File: config.mk
export PLATFORM = sky130hd
export DESIGN_NAME = alu_operand_stage
export DESIGN_NICKNAME = d
export VERILOG_FILES = /design/src/rtl/alu_operand_stage.sv
export SDC_FILE = /design/constraint.sdc
export NUM_CORES = 1
export LEC_CHECK = 0
export CAP_MARGIN = 20
export CORE_AREA = 2 2 114 116
export CTS_CLUSTER_SIZE = 12
export DETAILED_ROUTE_END_ITERATION = 10
export DIE_AREA = 0 0 116 118
export PLACE_DENSITY = 0.73
export SETUP_SLACK_MARGIN = 0.02
export SYNTH_ARGS = -nofsm -noshare
export SYNTH_HDL_FRONTEND = slang
export SYNTH_SLANG_ARGS = --single-unit
File: constraint.sdc
create_clock -name clk -period 1.2 [get_ports clk]
set_input_delay 0.18 -clock clk [delete_from_list [all_inputs] [get_ports clk]]
set_output_delay 0.18 -clock clk [all_outputs]
set_load 0.01 [all_outputs]
File: src/rtl/alu_operand_stage.sv
// ID/EX operand stage: forwarding, operand select and a valid/ready output register.
// Define ALU_OPERAND_FWD_EN to enable the EX/MEM and MEM/WB forwarding network.
//   state | meaning
//   EMPTY | no instruction held, out_valid = 0
//   FULL  | operands held for the ALU, out_valid = 1
module alu_operand_stage #(
  parameter int N = 32
) (
  input  logic         clk,
  input  logic         rst,
  input  logic         in_valid,
  output logic         in_ready,
  input  logic [4:0]   in_rs1_addr,
  input  logic [4:0]   in_rs2_addr,
  input  logic [N-1:0] in_rs1_data,
  input  logic [N-1:0] in_rs2_data,
  input  logic [N-1:0] in_pc,
  input  logic [N-1:0] in_imm,
  input  logic         in_a_sel,
  input  logic         in_b_sel,
  input  logic [3:0]   in_alu_select,
  input  logic         exmem_wen,
  input  logic [4:0]   exmem_rd,
  input  logic [N-1:0] exmem_data,
  input  logic         memwb_wen,
  input  logic [4:0]   memwb_rd,
  input  logic [N-1:0] memwb_data,
  input  logic         flush,
  output logic         out_valid,
  input  logic         out_ready,
  output logic [N-1:0] alu_a,
  output logic [N-1:0] alu_b,
  output logic [3:0]   alu_select
);

  localparam logic [0:0] EMPTY = 1'b0;
  localparam logic [0:0] FULL  = 1'b1;

  logic [0:0]   state;
  logic         capture;
  logic [N-1:0] fwd_rs1;
  logic [N-1:0] fwd_rs2;

`ifdef ALU_OPERAND_FWD_EN
  // EX/MEM is the younger producer, so it wins over MEM/WB; x0 is hardwired zero.
  always_comb begin
    fwd_rs1 = in_rs1_data;
    if (exmem_wen && (exmem_rd == in_rs1_addr) && (in_rs1_addr != 5'd0))
      fwd_rs1 = exmem_data;
    else if (memwb_wen && (memwb_rd == in_rs1_addr) && (in_rs1_addr != 5'd0))
      fwd_rs1 = memwb_data;
  end

  always_comb begin
    fwd_rs2 = in_rs2_data;
    if (exmem_wen && (exmem_rd == in_rs2_addr) && (in_rs2_addr != 5'd0))
      fwd_rs2 = exmem_data;
    else if (memwb_wen && (memwb_rd == in_rs2_addr) && (in_rs2_addr != 5'd0))
      fwd_rs2 = memwb_data;
  end
`else
  // Hazard unit stalls on every RAW hazard; bypass ports are left unconnected internally.
  logic unused_fwd;
  assign unused_fwd = ^{exmem_wen, exmem_rd, exmem_data, memwb_wen, memwb_rd,
                        memwb_data, in_rs1_addr, in_rs2_addr};
  assign fwd_rs1 = in_rs1_data;
  assign fwd_rs2 = in_rs2_data;
`endif

  assign out_valid = (state == FULL);
  assign in_ready  = !out_valid || out_ready;
  assign capture   = in_valid && in_ready && !flush;

  always_ff @(posedge clk) begin
    if (rst) begin
      state      <= EMPTY;
      alu_a      <= '0;
      alu_b      <= '0;
      alu_select <= '0;
    end else if (capture) begin
      state      <= FULL;
      alu_a      <= in_a_sel ? in_pc  : fwd_rs1;
      alu_b      <= in_b_sel ? in_imm : fwd_rs2;
      alu_select <= in_alu_select;
    end else if (flush || out_ready) begin
      state <= EMPTY;
    end
  end

endmodule

==> impl_results.html <==
<table>
<tr><th>Metric</th><th>Value</th></tr>
<tr><th colspan="2">Status</th></tr>
<tr><td>Status</td><td>complete, but fails checks</td></tr>
<tr><td>Failing checks</td><td>negative setup slack</td></tr>
<tr><th colspan="2">STA</th></tr>
<tr><td>Worst slew margin</td><td>71.61%</td></tr>
<tr><td>Number of setup violations in the final report</td><td>68</td></tr>
<tr><td>Period Utilization, post-route</td><td>109.7%</td></tr>
<tr><td>Clock skew after layout</td><td>5.336 ps</td></tr>
<tr><td>Sum Neg Setup Slack</td><td>-3364 ps</td></tr>
<tr><td>Final-report hold violation count</td><td>0</td></tr>
<tr><td>Pins Over Slew Limit</td><td>0</td></tr>
<tr><td>Worst Tran Pin Value</td><td>roughly 430 ps</td></tr>
<tr><td>Max frequency</td><td>around 760 MHz</td></tr>
<tr><td>Final setup slack of the worst path</td><td>-116.3 ps</td></tr>
<tr><td>Setup repair after global routing missed its margin</td><td>yes</td></tr>
<tr><td>Time the worst path needs with I/O delays and setup</td><td>1316 ps</td></tr>
<tr><th colspan="2">Clock network</th></tr>
<tr><td>CTS Root Cell</td><td>clkbuf_16</td></tr>
<tr><td>Maximum clock insertion buffer count</td><td>2</td></tr>
<tr><td>Total clock buffers created by CTS</td><td>9</td></tr>
<tr><td>Worst-skew pair later-pin latency</td><td>about 320 ps</td></tr>
<tr><td>Clock sink count</td><td>roughly 70</td></tr>
<tr><td>Clock tree from TritonCTS</td><td>yes</td></tr>
<tr><td>Register clock-pin slew on the reported worst setup and hold paths</td><td>~50 ps</td></tr>
<tr><td>Maximum level of the CTS H-tree</td><td>3</td></tr>
<tr><td>Hold buffer count at CTS</td><td>0</td></tr>
<tr><th colspan="2">Final layout</th></tr>
<tr><td>P&amp;R area growth vs syn</td><td>98.80%</td></tr>
<tr><td>Number of fill cells</td><td>about 1.1k</td></tr>
<tr><td>Finished Cell Area</td><td>around 6400 sq um</td></tr>
<tr><td>Ant diodes</td><td>0</td></tr>
<tr><td>Final #Nets</td><td>761</td></tr>
<tr><td>Fraction of final layout cells sized beyond drive strength 1</td><td>22.63%</td></tr>
<tr><td>Non-filler instance count after layout</td><td>711</td></tr>
<tr><td>FF+latch area</td><td>1383 sq um</td></tr>
<tr><td>Layout Utilization</td><td>51.83%</td></tr>
<tr><td>Multi-input logic area</td><td>1858 sq um</td></tr>
<tr><th colspan="2">Setup path</th></tr>
<tr><td>Critical-path top delay cell</td><td>dfxtp_2</td></tr>
<tr><td>Capturing element type of the critical path</td><td>flip-flop</td></tr>
<tr><td>Worst reg2reg path endpoint</td><td>alu_a[14]</td></tr>
<tr><td>Depth of the worst register-to-register path</td><td>7</td></tr>
<tr><td>Required time of the critical path</td><td>roughly 1400 ps</td></tr>
<tr><td>Worst flop-to-flop path startpoint</td><td>out_valid</td></tr>
<tr><td>Internal reg-to-reg setup slack</td><td>-120 ps</td></tr>
<tr><td>Longest individual stage delay on the worst path</td><td>~320 ps</td></tr>
<tr><td>Ordered list of cells on the worst path</td><td>nor2b_4, buf_6, nor2_4, buf_6, buf_12, buf_16, a211oi_2</td></tr>
<tr><td>Highest net fanout along the worst path</td><td>5</td></tr>
<tr><td>Kind of launch point of the worst setup path</td><td>flip-flop</td></tr>
<tr><td>Critical path's most frequent cell</td><td>buf_6</td></tr>
<tr><td>Category of the critical setup timing path</td><td>flip-flop to flip-flop</td></tr>
<tr><td>Data arrival time of the worst path</td><td>approximately 1500 ps</td></tr>
<tr><th colspan="2">Hold path</th></tr>
<tr><td>Hold Path Depth</td><td>2</td></tr>
<tr><td>Hold Path Class</td><td>input port to flip-flop</td></tr>
<tr><td>End point of the worst hold path</td><td>out_valid</td></tr>
<tr><td>Origin of the worst min-delay path</td><td>flush</td></tr>
<tr><th colspan="2">Routing</th></tr>
<tr><td>Routed vias</td><td>3464</td></tr>
<tr><td>Routed metal-1 wirelength</td><td>5339 microns</td></tr>
<tr><td>Routed length on met3</td><td>approximately 840 microns</td></tr>
<tr><td>WL/cell</td><td>17.65 microns</td></tr>
<tr><td>Total routed wirelength</td><td>roughly 13000 microns</td></tr>
<tr><td>Per-cell via count in the routed design</td><td>about 5</td></tr>
<tr><td>Metal2 WL</td><td>about 6100 microns</td></tr>
<tr><td>Antenna Violating Nets Remaining</td><td>0</td></tr>
<tr><td>Drc violations</td><td>0</td></tr>
<tr><td>Total iterations of the first detailed-routing run</td><td>4</td></tr>
<tr><td>Number of DRC markers after the initial detailed-route iteration</td><td>approximately 190</td></tr>
<tr><td>Top Metal Used</td><td>met4</td></tr>
<tr><th colspan="2">Synth</th></tr>
<tr><td>Cell types occupying the most area after synthesis</td><td>dfxtp_1 (43%), mux2i_1 (20%), a21oi_1 (11%)</td></tr>
<tr><td>Post-synthesis cell type count</td><td>18</td></tr>
<tr><td>Post-synthesis cell area</td><td>around 3200 sq um</td></tr>
<tr><td>Syn Nets</td><td>~540</td></tr>
<tr><td>Mean cell area of the mapped netlist</td><td>10.18 sq um</td></tr>
<tr><td>Syn Inst Count</td><td>roughly 320</td></tr>
<tr><td>Synth warn</td><td>0</td></tr>
<tr><td>Combinational family with the most area after synthesis</td><td>compound AO/OA/AOI/OAI gates</td></tr>
<tr><td>XOR/XNOR Fraction of Synth Area</td><td>0%</td></tr>
<tr><td>Area share of the largest cell type after synthesis</td><td>between 40% and 50%</td></tr>
<tr><td>Portion of the post-synthesis area used by sequential elements</td><td>a little over two fifths</td></tr>
<tr><td>Yosys reg bits</td><td>69</td></tr>
<tr><td>Multiplexer share of the synthesized area</td><td>between 15 and 20%</td></tr>
<tr><td>Fraction of the mapped netlist area in adder cells</td><td>0%</td></tr>
<tr><td>Library cell with the largest summed area after synthesis</td><td>dfxtp_1</td></tr>
<tr><td>Post-Synth Simple-Gate Area</td><td>under 10%</td></tr>
<tr><td>Post-synthesis compound-gate area fraction</td><td>around 29%</td></tr>
<tr><th colspan="2">Global routing</th></tr>
<tr><td>First-pass GRT wire length</td><td>around 18000 microns</td></tr>
<tr><td>GRT Resource Usage Total</td><td>16.94%</td></tr>
<tr><td>Initial antenna violation count</td><td>0</td></tr>
<tr><td>Via count of the first global-routing pass</td><td>between 3k and 4k</td></tr>
<tr><td>Remaining Overflow, GRT</td><td>0</td></tr>
<tr><td>Maximum number of pins on one net before global-route repair</td><td>40</td></tr>
<tr><th colspan="2">Pwr</th></tr>
<tr><td>Final Power</td><td>between 0.006 and 0.007 W</td></tr>
<tr><td>Leakage power</td><td>2.697 nW</td></tr>
<tr><td>Highest ir drop seen on vdd</td><td>just over 700 uV</td></tr>
<tr><td>Power density cells</td><td>between 1000 and 1500 nW/um^2</td></tr>
<tr><th colspan="2">Place</th></tr>
<tr><td>HPWL after DPL</td><td>between 7000 and 8000 microns</td></tr>
<tr><td>Post-detailed-placement cell area</td><td>approximately 5600 sq um</td></tr>
<tr><td>Port-buffer cells</td><td>208</td></tr>
<tr><td>Count of placed standard cells including taps</td><td>a little under 700</td></tr>
<tr><td>Weighted congestion reported at the end of routability-driven placement</td><td>about 0.76</td></tr>
<tr><th colspan="2">Floorplanning</th></tr>
<tr><td>Area enclosed by the die boundary</td><td>around 14000 sq um</td></tr>
<tr><td>FP Rows</td><td>41</td></tr>
<tr><td>Core outline area</td><td>~12000 sq um</td></tr>
<tr><td>Effective utilization at floorplan</td><td>26.07%</td></tr>
<tr><td>Vert. Die Dim</td><td>118 microns</td></tr>
<tr><td># IOs</td><td>about 300</td></tr>
<tr><td>Horizontal extent of the die</td><td>around 120 microns</td></tr>
<tr><th colspan="2">Flow run</th></tr>
<tr><td>Max-cap violations</td><td>0</td></tr>
</table>
==> worst max path at each step <==
stage / slack [ps] / from / endpoint
2_1_floorplan: -20 / out_valid / alu_a[10]
3_5_place_dp: -420 / out_ready / alu_b[24]
5_1_grt: -150 / out_valid / alu_a[12]
3_3_place_gp: -380 / out_ready / in_ready
4_1_cts: -140 / out_valid / alu_a[12]
6_report: -120 / out_valid / alu_a[14]
==> synth_stat cells (all sizes together) <==
cell type,n
dfxtp,69
a21oi,68
a211oi,64
mux2i,64
buf,32
clkbuf,6
nand3,4
o21ai,4
nor2,2
nor2b,2
inv,1
nand2b,1
nor3,1
==> layout by cell type (no fill, tap or decap), types with 4 or more instances in the layout <==
master | synthesis | routed
a21oi_1 | 68 | 56
clkdlybuf4s50_1 | 0 | 133
buf_4 | 2 | 9
o21ai_0 | 4 | 4
mux2i_1 | 64 | 64
buf_2 | 25 | 4
buf_12 | 0 | 12
a211oi_2 | 20 | 49
dlygate4sd2_1 | 0 | 66
a211oi_1 | 44 | 15
clkbuf_16 | 0 | 11
clkdlybuf4s15_1 | 0 | 5
a21oi_2 | 0 | 12
buf_16 | 0 | 6
dfxtp_1 | 69 | 68
==> flip-flops by register name (all words and copies together) (netlist names) <==
signal	count
alu_a	32
alu_b	32
alu_select	4
out_valid	1
==> cell type report <==
class | instances | share of cell area (%)
sequential | 69 | 21.49
clock inverter | 1 | 0.4667
clock buffer | 13 | 4.200
multi-input combinational | 210 | 28.87
tap | 172 | 3.344
timing repair buffer | 245 | 41.45
inverter | 1 | 0.1750
==> worst max-delay path: cells and delay by family, from the launching register on <==
| family | cells | cell delay, ps |
|---|---|---|
| DFF | 1 | 320 |
| AOI/OAI and AO/OA | 1 | 60 |
| and+or+nand+nor | 2 | 290 |
| buffers and inverters | 4 | 520 |
==> report_power, final <==
| part | leakage [nW] | total [W] | internal (W) | switching [W] |
|---|---|---|---|---|
| clock | 0.148 | 0.00269 | 0.00176 | 0.000928 |
| sequential | 0.569 | 0.00254 | 0.00245 | 0.0000863 |
| combinational | 1.98 | 0.00174 | 0.00102 | 0.000718 |
==> metal layers <==
| metal | GRT usage, % | up-vias |
|---|---|---|
| li1 | - | 1640 |
| met1 | 20.18 | 1647 |
| met2 | 29.90 | 158 |
| met3 | 3.656 | 19 |
| met4 | 5.357 | 0 |
| met5 | 0 | - |
==> metrics by stage <==
step | hold WS [ps] | worst slack [ps]
floorplan | 251.8 | -21.80
global placement | 471.4 | -375.7
detailed placement | 480.1 | -415.6
CTS | 264.3 | -144.5
global route | 275.8 | -154.8
finish | 269.0 | -116.3
==> logic make-up after synthesis <==
group,Yosys count
AO/OA/AOI/OAI,136
AND/OR/NAND/NOR,10
buffers and inverters,39
multiplexers,64
flip-flops,69
==> what timing repair did <==
| item | in CTS | in global routing |
|---|---|---|
| resized for setup | 113 | 20 |
| setup endpoints to repair | 135 | 73 |
| pin swaps | 1 | 6 |
| setup buffers | 8 | 4 |
| cloned | 11 | 4 |
(Power assumes the default switching activity.)
